===== config.mk =====
export PLATFORM = sky130hd
export DESIGN_NAME = run_detector_flat
export DESIGN_NICKNAME = d
export VERILOG_FILES = /design/src/rtl/run_det_pkg.sv /design/src/rtl/run_detector_if.sv /design/src/rtl/run_det_sat_ctr.sv /design/src/rtl/run_detector.sv /design/src/flat_wrapper.sv
export SDC_FILE = /design/constraint.sdc
export NUM_CORES = 1
export LEC_CHECK = 0
export BUFFER_PORTS_ARGS = -buffer_cell sky130_fd_sc_hd__buf_2
export CAP_MARGIN = 20
export CORE_AREA = 2 2 39 41
export DETAILED_ROUTE_END_ITERATION = 6
export DIE_AREA = 0 0 41 43
export PLACE_DENSITY_LB_ADDON = 0.05
export RECOVER_POWER = 100
export SLEW_MARGIN = 40
export SYNTH_ARGS = -nofsm -noshare
export SYNTH_HDL_FRONTEND = slang
export SYNTH_SLANG_ARGS = --single-unit

===== constraint.sdc =====
create_clock -name clk -period 3.8 [get_ports clk]
set_clock_uncertainty 0.05 [all_clocks]
set_input_delay 0.57 -clock clk [delete_from_list [all_inputs] [get_ports clk]]
set_output_delay 0.57 -clock clk [all_outputs]
set_load 0.01 [all_outputs]

===== src/rtl/run_det_pkg.sv =====
// Shared types and sizing helpers for the run-of-identical-bits detector.
package run_det_pkg;

    typedef enum logic {
        RD_IDLE,
        RD_TRACK
    } rd_state_t;

    // run_cnt must be able to hold RUN_LEN itself (overlap mode saturates there)
    function automatic int rc_width(input int run_len);
        return $clog2(run_len + 1);
    endfunction

endpackage


===== src/rtl/run_detector_if.sv =====
// Bit-stream and result signals of run_detector; hit_count exists only
// when RUN_DET_HITCNT_EN is defined.
interface run_detector_if
    import run_det_pkg::*;
#(
    parameter int RUN_LEN = 2,
    parameter int CNT_W   = 8
);
    localparam int RC_W = rc_width(RUN_LEN);

    logic            in_valid;
    logic            in_bit;
    logic            overlap_en;
    logic            clear;
    logic            detect;
    logic            detect_val;
    logic [RC_W-1:0] run_cnt;
`ifdef RUN_DET_HITCNT_EN
    logic [CNT_W-1:0] hit_count;

    modport master (
        output in_valid, in_bit, overlap_en, clear,
        input  detect, detect_val, run_cnt, hit_count
    );
    modport slave (
        input  in_valid, in_bit, overlap_en, clear,
        output detect, detect_val, run_cnt, hit_count
    );
`else
    modport master (
        output in_valid, in_bit, overlap_en, clear,
        input  detect, detect_val, run_cnt
    );
    modport slave (
        input  in_valid, in_bit, overlap_en, clear,
        output detect, detect_val, run_cnt
    );
`endif
endinterface


===== src/rtl/run_det_sat_ctr.sv =====
// Generic saturating up-counter with synchronous active-high reset.
module run_det_sat_ctr #(
    parameter int CNT_W = 8
) (
    input  logic             clk,
    input  logic             reset,
    input  logic             i_inc,
    output logic [CNT_W-1:0] o_count
);
    logic [CNT_W-1:0] r_count;

    always_ff @(posedge clk) begin
        if (reset)
            r_count <= '0;
        else if (i_inc && (r_count != {CNT_W{1'b1}}))
            r_count <= r_count + 1'b1;
    end

    assign o_count = r_count;
endmodule


===== src/rtl/run_detector.sv =====
// Detects RUN_LEN consecutive identical valid bits, overlapping or not.
// Optional saturating hit counter is compiled in with RUN_DET_HITCNT_EN.
module run_detector
    import run_det_pkg::*;
#(
    parameter int RUN_LEN = 2,
    parameter int CNT_W   = 8
) (
    input  logic          clk,
    input  logic          reset,
    run_detector_if.slave bus
);
    localparam int              RC_W = rc_width(RUN_LEN);
    localparam logic [RC_W-1:0] RL_C = RC_W'(RUN_LEN);
    localparam logic [RC_W:0]   RL_N = (RC_W+1)'(RUN_LEN);

    rd_state_t       r_state, w_state_nxt;
    logic            r_last_bit, w_last_nxt;
    logic [RC_W-1:0] r_run_cnt, w_cnt_nxt;
    logic            r_detect, w_det_nxt;
    logic            r_detect_val, w_dval_nxt;
    logic [RC_W:0]   w_n;

    assign w_n = {1'b0, r_run_cnt} + (RC_W+1)'(1);

    always_comb begin
        w_state_nxt = r_state;
        w_last_nxt  = r_last_bit;
        w_cnt_nxt   = r_run_cnt;
        w_det_nxt   = 1'b0;
        w_dval_nxt  = r_detect_val;
        if (bus.clear) begin
            // beat arriving with clear is dropped
            w_state_nxt = RD_IDLE;
            w_cnt_nxt   = '0;
        end else if (bus.in_valid) begin
            case (r_state)
                RD_IDLE: begin
                    w_state_nxt = RD_TRACK;
                    w_last_nxt  = bus.in_bit;
                    w_cnt_nxt   = RC_W'(1);
                end
                default: begin
                    if (bus.in_bit != r_last_bit) begin
                        w_last_nxt = bus.in_bit;
                        w_cnt_nxt  = RC_W'(1);
                    end else if (w_n < RL_N) begin
                        w_cnt_nxt = w_n[RC_W-1:0];
                    end else begin
                        w_det_nxt  = 1'b1;
                        w_dval_nxt = r_last_bit;
                        // non-overlap restarts from 0 so the next match counts as 1
                        w_cnt_nxt  = bus.overlap_en ? RL_C : '0;
                    end
                end
            endcase
        end
    end

    always_ff @(posedge clk) begin
        if (reset) begin
            r_state      <= RD_IDLE;
            r_last_bit   <= 1'b0;
            r_run_cnt    <= '0;
            r_detect     <= 1'b0;
            r_detect_val <= 1'b0;
        end else begin
            r_state      <= w_state_nxt;
            r_last_bit   <= w_last_nxt;
            r_run_cnt    <= w_cnt_nxt;
            r_detect     <= w_det_nxt;
            r_detect_val <= w_dval_nxt;
        end
    end

    assign bus.detect     = r_detect;
    assign bus.detect_val = r_detect_val;
    assign bus.run_cnt    = r_run_cnt;

`ifdef RUN_DET_HITCNT_EN
    run_det_sat_ctr #(.CNT_W(CNT_W)) u_hit_ctr (
        .clk     (clk),
        .reset   (reset),
        .i_inc   (w_det_nxt),
        .o_count (bus.hit_count)
    );
`endif
endmodule


===== src/flat_wrapper.sv =====
// flat-port wrapper written by rule: the top's interface ports become plain ports
module run_detector_flat import run_det_pkg::*;
#(
    parameter int RUN_LEN = 2,
    parameter int CNT_W   = 8
)
  (clk, reset, bus_in_valid, bus_in_bit, bus_overlap_en, bus_clear, bus_detect, bus_detect_val, bus_run_cnt);
  run_detector_if #(.RUN_LEN(RUN_LEN), .CNT_W(CNT_W)) bus_i ();
  input  logic clk;
  input  logic reset;
  input wire logic [$bits(bus_i.in_valid)-1:0] bus_in_valid;
  input wire logic [$bits(bus_i.in_bit)-1:0] bus_in_bit;
  input wire logic [$bits(bus_i.overlap_en)-1:0] bus_overlap_en;
  input wire logic [$bits(bus_i.clear)-1:0] bus_clear;
  output wire logic [$bits(bus_i.detect)-1:0] bus_detect;
  output wire logic [$bits(bus_i.detect_val)-1:0] bus_detect_val;
  output wire logic [$bits(bus_i.run_cnt)-1:0] bus_run_cnt;
  assign bus_i.in_valid = bus_in_valid;
  assign bus_i.in_bit = bus_in_bit;
  assign bus_i.overlap_en = bus_overlap_en;
  assign bus_i.clear = bus_clear;
  assign bus_detect = bus_i.detect;
  assign bus_detect_val = bus_i.detect_val;
  assign bus_run_cnt = bus_i.run_cnt;
  run_detector #(.RUN_LEN(RUN_LEN), .CNT_W(CNT_W)) u_core (.clk(clk), .reset(reset), .bus(bus_i));
endmodule

==> impl_results.md, run 1 <==
* Initial detailed-routing violation count at 1
* Yosys reg bits at 6
* Sequential fraction of the synthesis area at between 40% and 50%
* GR Overflow Total at 0
* CTS Sinks at 6
* Synth-to-layout area growth at 24.7%
* Commonest cells after routing, fill and taps aside: 7 x clkbuf_1, 6 x dfxtp_1, 3 x mux2i_1, 3 x nor2_1, 3 x clkbuf_4
* Worst-Skew Late Latency at roughly 0.24 ns
* Fin. Hold Viols at 0
* Status: completed
* Die Wd at between 40 and 50 µm
* Peak Freq at about 0.73 GHz
* Crit Path Category: reg2reg
* CTS Buffer Depth at 2
* Clock slew at reported path FFs at roughly 0.050 ns
* # IOs at 10
* Final wirelength at 527 µm
* TNS Setup at 0 ns
* DIE HEIGHT at between 40 and 50 µm
* Endpoint type of the worst setup path: flop
* HP Class: reg2reg
* Fin crit period at between 1 and 1.5 ns
* Drt wl/cell at around 9.4 µm
* Synth cell types at 17
* Max Cap Viol at 0
* Via-to-Cell Ratio at approximately 4
* Initial antenna violation count at 0
* Critical Path AT at approximately 1.5 ns
* TritonRoute pass-1 iters at 2
* Final GP Congestion at 0.661
* Relative slew slack at 80.2%
* Nets@finish at 50
* H-tree depth at 1
* Starting Density at 20.9%
* Slowest stage delay, CP at 0.35 ns
* Num CTS Buffers at 3
* Synthesized Nets at 36
* Worst-path cell chain: inv_1 -> ha_1 -> and4bb_2 -> mux2i_1 -> a21oi_1
* Yosys Warn Count at 0
* Diode count at 0
* Clock root cell: clkbuf_4
* Die area at 1760 µm²
* RSZ-0062 raised after global routing: false
* First-pass GRT wire length at between 800 and 900 µm
* Overall Global Routing Usage at under 10%
* Syn avg cell area at 10.3 µm²
* Delay-heaviest family, CP: flip-flops
* WP data required at a little under 4 ns
* Post-Syn Area at 289 µm²
* Final Power at between 100 and 150 µW
* Register Area at around 120 µm²
* Largest net degree at the start of global routing at 7
* Post-CTS Setup Repair Bufs at 0
* Most common cell after layout, fill and taps aside: clkbuf_1
* Multi-input gate area at 154 µm²
* Slowest-stage cell, CP: dfxtp_1
* Crit path buffers/inverters at 1
* CTS resizes at 0
* Cells after Synth at 28
* Critical path fanouts, max at 3
* Vias in the first global route at between 200 and 250
* Fillers at approximately 160
* DRC violations left at 0
* Leak Pwr at 0.134 nW
* Core Area at roughly 1400 µm²
* Via count at between 200 and 250
* Crit start category: flop
* Layout cells sized above 1 at between 15 and 20%
* Worst slew pin tran at between 0.2 and 0.3 ns
* CTS tree: yes
* Max IR drop VDD at 0.105 mV
* Number of port buffers at 9
* Post-route antenna net violation count at 0
* Num rows at 14
* PwrDens at ~380 nW/µm²
* Hold-fix buffers, CTS at 0
* Setup Viol. Count Final at 0
* Period utilisation layout at 36.3%
* Slew Viols, Final at 0
-- routing by layer --
layer,track usage (%),vias up,wire length [µm]
li1,-,123,-
met1,7.40,102,232
met2,10.0,5,265
met3,7.85,0,30
met4,4.00,0,0
met5,0,-,0
-- synthesized netlist by cell type, drive strengths merged --
cell    number  area (µm²)
nand3b       1        7.51
ha           2        25.0
xnor2        1        8.76
inv          2        7.51
nand3        1        5.00
nand2        1        3.75
and2         1        6.26
mux2i        3        30.0
dfxtp        6         120
nor2b        1        6.26
and4bb       1        12.5
nor2         3        11.3
o41ai        1        16.3
o21ai        1        5.00
o221a        1        11.3
a21oi        1        5.00
o21a         1        7.51
-- cell type report --
class                   instances  area share [%]
well taps                      16            5.56
flip-flops and latches          6            33.3
clock buffers                   3            6.25
repair buffers                  9            10.1
inverters                       2            2.08
multi-input cells              20            42.7
-- per-stage QoR --
stage	instance area [µm²]	setup slack, ns	hold slack (ns)	cells	utilization (%)
after detailed placement	354	2.33	0.419	53	25.6
after CTS	377	2.42	0.432	56	27.2
after global placement	354	2.33	0.429	53	25.6
after global routing	360	2.31	0.459	56	26.0
after floorplan	289	2.44	0.393	28	-
final	360	2.42	0.432	56	26.0
-- registers in the layout (all words and copies together), names as in the netlist --
| register | cells |
|---|---|
| u_core.r_last_bit | 1 |
| u_core.bus.detect | 1 |
| u_core.r_state | 1 |
| u_core.bus.run_cnt | 2 |
| u_core.bus.detect_val | 1 |
-- worst paths after layout --
kind | startpoint | to | slack [ns] | depth (start not counted)
worst max-delay path | u_core.bus.run_cnt[0] | u_core.bus.detect_val | 2.42 | 5
worst min-delay path | u_core.r_state | u_core.r_state | 0.43 | 1
worst max register to register | u_core.bus.run_cnt[0] | u_core.bus.detect_val | 2.42 | 5
worst min register to register | u_core.r_state | u_core.r_state | 0.43 | 1
-- worst reg2reg max path, stage by stage, from the launching register on --
cell,delay (ns)
dfxtp_1,0.35
inv_1,0.07
ha_1,0.22
and4bb_2,0.31
mux2i_1,0.18
a21oi_1,0.08
-- report_power, final --
| group | total [mW] | switching [mW] | internal [mW] |
|---|---|---|---|
| logic | 0.0119 | 0.00614 | 0.00573 |
| clock network | 0.0579 | 0.0222 | 0.0357 |
| registers | 0.0660 | 0.00128 | 0.0648 |
-- cell families after synthesis --
| family | share of synthesized area [%] |
|---|---|
| and+or+nand+nor | 18.2 |
| DFF | 41.6 |
| AOI/OAI and AO/OA | 15.6 |
| muxes | 10.4 |
| buffers and inverters | 2.60 |
| adders and majority gates | 8.66 |
| xor gates and xnor gates | 3.03 |
Note: power is estimated with default switching activity, not from simulation.
==> run 2, diff against run 1 <==
==> constraint.sdc (replaced) <==
create_clock -name clk -period 1.3 [get_ports clk]
set_clock_uncertainty 0.05 [all_clocks]
set_input_delay 0.195 -clock clk [delete_from_list [all_inputs] [get_ports clk]]
set_output_delay 0.195 -clock clk [all_outputs]
set_load 0.01 [all_outputs]
==> run 2 against run 1 <==
Hold slack lost 0.29 ns. Setup slack lost 2.4 ns. Sequential share of layout area shrank 3.5 points. Non-clock buffer count grew 3. Final area grew 14%. Register-to-register slack lost 2.4 ns. Die area is the same. Highest routed layer unchanged. Routed wire length grew 19%. Fmax grew 9.4%. Critical path depth is the same. Power grew to 3.0 times the previous value.
==> impl_results.md, run 2 (same netlist as run 1, synthesis figures left out) <==
* Initial detailed-routing violation count at 0 (-1)
* R2r startpoint: u_core.bus.run_cnt[1]
* Fin crit period at 1.26 ns (-0.118 ns)
* Commonest cells after routing, fill and taps aside: 6 x buf_2, 4 x dfxtp_1
* Final Power at 404 µW (+200%)
* Final GP Congestion at 0.686 (+3.9%)
* Worst slew pin tran at 0.228 ns (-0.0649 ns)
* Clock root cell: clkbuf_4
* Core Area at 1380 µm² (unchanged)
* Via count at 251 (+9.1%)
* R2R setup slack at 0.04 ns (-2.38 ns)
* Worst-path cell chain: inv_2 -> ha_4 -> and4bb_2 -> mux2i_1 -> a21oi_1
* Drt wl/cell at 10.6 µm (+13%)
* Initial antenna violation count at 0 (unchanged)
* WP data required at 1.38 ns (-2.49 ns)
* PwrDens at 984 nW/µm² (+160%)
* H-tree depth at 1 (unchanged)
* CTS tree: yes
* Setup Viol. Count Final at 0 (unchanged)
* Worst Hold Depth at 2 (+1)
* Final wirelength at 625 µm (+19%)
* TNS Setup at 0 ns (unchanged)
* Hold Path End: u_core.bus.run_cnt[1]
* CTS Buffer Depth at 2 (unchanged)
* Endpoint type of the worst setup path: flop
* Crit start category: flop
* Period utilisation layout at 96.9% (+61 points)
* Via-to-Cell Ratio at 4.25 (+3.6%)
* Max reg flops at 2 (unchanged)
* Number of port buffers at 9 (unchanged)
* Critical path fanouts, max at 3 (unchanged)
* Clock slew at reported path FFs at 0.04 ns (about the same)
* Reg2reg path depth at 5 (unchanged)
* Status: completed
* Fin. Hold Viols at 0 (unchanged)
* Peak Freq at 0.794 GHz (+9.4%)
* Num CTS Buffers at 3 (unchanged)
* Most common cell after layout, fill and taps aside: buf_2
* DIE HEIGHT at 43 µm (unchanged)
* Max IR drop VDD at 0.281 mV (+170%)
* DRC violations left at 0 (unchanged)
* Slowest stage delay, CP at 0.33 ns (-0.02 ns)
* Slew Viols, Final at 0 (unchanged)
* Final HPWL DP at between 400 and 500 µm
* # IOs at 10 (unchanged)
* Worst-Skew Late Latency at 0.24 ns (about the same)
* Hold WS at 0.143 ns (-0.288 ns)
* Die area at 1760 µm² (unchanged)
* Worst reg2reg path endpoint: u_core.bus.detect_val
* Nets@finish at 53 (+6.0%)
* Overall Global Routing Usage at 9.04% (+1.4 points)
* Critical Path AT at 1.34 ns (-0.11 ns)
* Leak Pwr at 0.169 nW (+26%)
* RSZ-0062 raised after global routing: true
* Relative slew slack at 84.6% (+4.4 points)
* HP Class: in2reg
* CTS Sinks at 6 (unchanged)
* Layout cells sized above 1 at 46.5% (+29 points)
* Largest net degree at the start of global routing at 7 (unchanged)
* Post-route antenna net violation count at 0 (unchanged)
* Synth-to-layout area growth at 42.0%
* GR Overflow Total at 0 (unchanged)
* Num rows at 14 (unchanged)
* Critical hold path startpoint: bus_clear
* TritonRoute pass-1 iters at 1 (-1)
* Max Cap Viol at 0 (unchanged)
* Diode count at 0 (unchanged)
* Slowest-stage cell, CP: dfxtp_2
* First-pass GRT wire length at 966 µm (+20%)
* Vias in the first global route at 243 (+15%)
* Die Wd at 41 µm (unchanged)
* Crit Path Category: reg2reg
* Starting Density at 20.9% (unchanged)
## run 2: area by class of cell
class	instances	area, µm²
clock buffer	3	22.5
fill	149	973
inverter	2	7.51
multi-input combinational	20	174
sequential	6	123
tap	16	20.0
timing repair buffer	12	63.8
## run 2: power breakdown
group / total [mW] / switching (mW) / internal [mW]
Combinational: 0.0449 / 0.0220 / 0.0229
Sequential: 0.194 / 0.00378 / 0.190
Clock: 0.165 / 0.0614 / 0.104
Total: 0.404 / 0.0872 / 0.317
## run 2: critical path, delay by kind of cell, from the launching register on
kind                     cells  cell delay [ns]
AND/OR/NAND/NOR              1             0.31
flip-flops                   1             0.33
multiplexers                 1             0.18
AO/OA/AOI/OAI                1             0.08
buffers and inverters        1             0.05
adder cells (fa/ha/maj)      1             0.15
## run 2: worst max path at each step
| stage | startpoint | to | slack [ns] | depth (start not counted) |
|---|---|---|---|---|
| 4_1_cts | u_core.bus.run_cnt[0] | u_core.bus.detect_val | 0.006 | 5 |
| 3_5_place_dp | u_core.bus.run_cnt[0] | u_core.bus.detect_val | -0.02 | 5 |
| 5_1_grt | u_core.bus.run_cnt[1] | u_core.bus.detect_val | -0.06 | 5 |
| 2_1_floorplan | u_core.bus.run_cnt[0] | u_core.bus.detect_val | 0.009 | 5 |
| 6_report | u_core.bus.run_cnt[1] | u_core.bus.detect_val | 0.04 | 5 |
| 3_3_place_gp | u_core.bus.run_cnt[1] | u_core.bus.detect_val | 0.03 | 5 |
## run 2: timing repair
action	4_1_cts	5_1_grt
hold buffers	0	0
setup endpoints to repair	1	1
hold endpoints to repair	0	0
resized for setup	0	3
pin swaps	1	2
setup buffers	1	1
## run 2: per-stage QoR
step	instances	cell area, µm²	util [%]	setup WS [ns]
4_1_cts	58	397	28.7	0.00625
3_3_place_gp	54	367	26.5	0.0253
2_1_floorplan	28	294	-	0.00932
6_report	59	410	29.7	0.0398
5_1_grt	59	410	29.7	-0.0568
3_5_place_dp	54	367	26.5	-0.0211
## run 2: per-layer routing
metal  track usage, %  routed length (µm)
met2             11.9                 299
met4             4.00                   0
met3             7.85                  54
met1             9.97                 271
met5                0                   0
==> run 3, diff against run 2 <==
--- a/config.mk
+++ b/config.mk
@@ -7,6 +7,8 @@
 export LEC_CHECK = 0
 export BUFFER_PORTS_ARGS = -buffer_cell sky130_fd_sc_hd__buf_2
 export CAP_MARGIN = 20
+export CELL_PAD_IN_SITES_DETAIL_PLACEMENT = 1
+export CELL_PAD_IN_SITES_GLOBAL_PLACEMENT = 1
 export CORE_AREA = 2 2 39 41
 export DETAILED_ROUTE_END_ITERATION = 6
 export DIE_AREA = 0 0 41 43
==> run 3 against run 2 <==
Critical path depth did not move. Clock power rose by 2%. Fmax fell by 0.68%. First-iteration DRC count rose by 7. Clock-buffer cell count did not move. Via count rose by 4.4%. Largest cell class unchanged. Highest routed layer unchanged.
==> impl_results.md, run 3 (same netlist as run 1, synthesis figures left out) <==
* Status: completed
* Clock slew at reported path FFs at 0.04 ns (about the same)
* Worst-Skew Late Latency at 0.24 ns (about the same)
* Endpoint type of the worst setup path: flop
* Final GP Congestion at 0.705 (+2.7%)
* Sw frac at 22.3% (+0.76 points)
* Vias in the first global route at 261 (+7.4%)
* Via-to-Cell Ratio at 4.30 (+0.96%)
* # IOs at 10 (unchanged)
* Critical path fanouts, max at 2 (-1)
* CTS Buffer Depth at 2 (unchanged)
* Initial detailed-routing violation count at 7 (+7)
* Switching pwr at 91.7 µW (+5.2%)
* Relative slew slack at 85.2% (+0.62 points)
* Seq pwr share at 47.1% (-0.8 points)
* Dpl cell area at 374 µm² (+2.0%)
* Max reg flops at 2 (unchanged)
* Period utilisation layout at 97.6% (+0.67 points)
* CTS Sinks at 6 (unchanged)
* Post-route core utilization at 30.7% (+0.99 points)
* Nets@finish at 55 (+3.8%)
* Num rows at 14 (unchanged)
* Number of port buffers at 9 (unchanged)
* Max IR drop VDD at 0.449 mV (+59%)
* Crit Path Category: reg2reg
* HP Class: in2reg
* H-tree depth at 1 (unchanged)
* Hold-fix buffers, CTS at 0 (unchanged)
* Register Area at 123 µm² (unchanged)
* Fin crit period at 1.27 ns (+0.00869 ns)
* TritonRoute pass-1 iters at 2 (+1)
* PwrDens at 968 nW/µm² (-1.6%)
* Core Area at 1380 µm² (unchanged)
* Setup Viol. Count Final at 0 (unchanged)
* Via count at 262 (+4.4%)
* Clock root cell: clkbuf_4
* Max Cap Viol at 0 (unchanged)
* DRC violations left at 0 (unchanged)
* WP data required at 1.37 ns (about the same)
* DIE HEIGHT at 43 µm (unchanged)
* Post-route antenna net violation count at 0 (unchanged)
* Drt wl/cell at 11.5 µm (+8.2%)
* RSZ-0062 raised after global routing: true
* Initial antenna violation count at 0 (unchanged)
* Layout cells sized above 1 at 46.7% (+0.16 points)
* Final non-filler cell area at 424 µm² (+3.4%)
* Final wirelength at 699 µm (+12%)
* Hold WS at 0.140 ns (-0.00302 ns)
* Fillers at 166 (+11%)
* Diode count at 0 (unchanged)
* Fin. Hold Viols at 0 (unchanged)
* Slew Viols, Final at 0 (unchanged)
* Num CTS Buffers at 3 (unchanged)
* Critical Path AT at 1.34 ns (about the same)
* First-pass GRT wire length at 1.14 mm (+18%)
* Power Internal at 319 µW (+0.70%)
* Commonest cells after routing, fill and taps aside: 5 x buf_2, 5 x buf_4, 4 x clkbuf_1, 4 x dfxtp_1
* GR Overflow Total at 0 (unchanged)
* Combinational power share at 11.7% (+0.6 points)
* CTS tree: yes
* Synth-to-layout area growth at 46.8%
* Worst slew pin tran at 0.219 ns (-0.00923 ns)
* Crit start category: flop
* Peak Freq at 0.788 GHz (-0.68%)
* Largest net degree at the start of global routing at 7 (unchanged)
* Die area at 1760 µm² (unchanged)
* Starting Density at 20.9% (unchanged)
* Overall Global Routing Usage at 10.5% (+1.4 points)
* Die Wd at 41 µm (unchanged)
* Clock share of power at 41.3% (+0.3 points)
* Multi-input gate area at 174 µm² (unchanged)
* Final Power at 411 µW (+1.7%)
* Leak Pwr at 0.174 nW (+3.2%)
[run 3: cell types whose count changed in the layout (fill, tap and decap cells not counted)]
cell | previous run | this run
buf_4 | 3 | 5
clkbuf_1 | 3 | 4
buf_2 | 6 | 5
[run 3: final timing paths]
kind | startpoint | endpoint | slack [ns] | depth (start not counted)
setup reg to reg | u_core.bus.run_cnt[1] | u_core.bus.detect_val | 0.03 | 5
hold reg to reg | u_core.r_state | u_core.r_state | 0.44 | 1
hold / removal | bus_clear | u_core.bus.run_cnt[1] | 0.14 | 2
setup / recovery | u_core.bus.run_cnt[1] | u_core.bus.detect_val | 0.03 | 5
[run 3: timing repair]
action                     4_1_cts  5_1_grt
setup endpoints to repair        1        1
buffers inserted                 1        2
resized for setup                1        2
pin swaps                        3        2
[run 3: worst max-delay path: stages, from the launching register on]
cell,delay [ns]
dfxtp_2,0.32
inv_2,0.05
ha_4,0.15
and4bb_2,0.31
mux2i_1,0.19
a21oi_1,0.08
[run 3: metal layers]
metal	up-vias	wire length [µm]	track usage, %
met1	122	284	12.3
li1	133	-	-
met2	7	363	13.1
met5	-	0	0
met4	0	0	4.00
met3	0	52	9.42
[run 3: final cells by class]
cell class                 instances  area share, %
timing repair buffer              14           18.3
inverter                           2           1.77
sequential                         6           28.9
tap                               16           4.72
clock buffer                       3           5.31
multi-input combinational         20           41.0
[run 3: power by group through the flow]
stage	clock network (mW)	registers, mW	logic (mW)
global placement	0	0.196	0.0433
floorplan	0	0.197	0.0197
CTS	0.181	0.193	0.0449
global route	0.198	0.193	0.0552
finish	0.169	0.193	0.0479
detailed placement	0	0.196	0.0448
[run 3: per-stage QoR]
step / instances / setup WS (ns) / TNS [ns]
6_report: 61 / 0.0311 / 0
2_1_floorplan: 28 / 0.00932 / 0
4_1_cts: 59 / 0.00553 / 0
5_1_grt: 61 / -0.0430 / -0.0430
3_5_place_dp: 55 / -0.00752 / -0.00752
3_3_place_gp: 55 / 0.0126 / 0
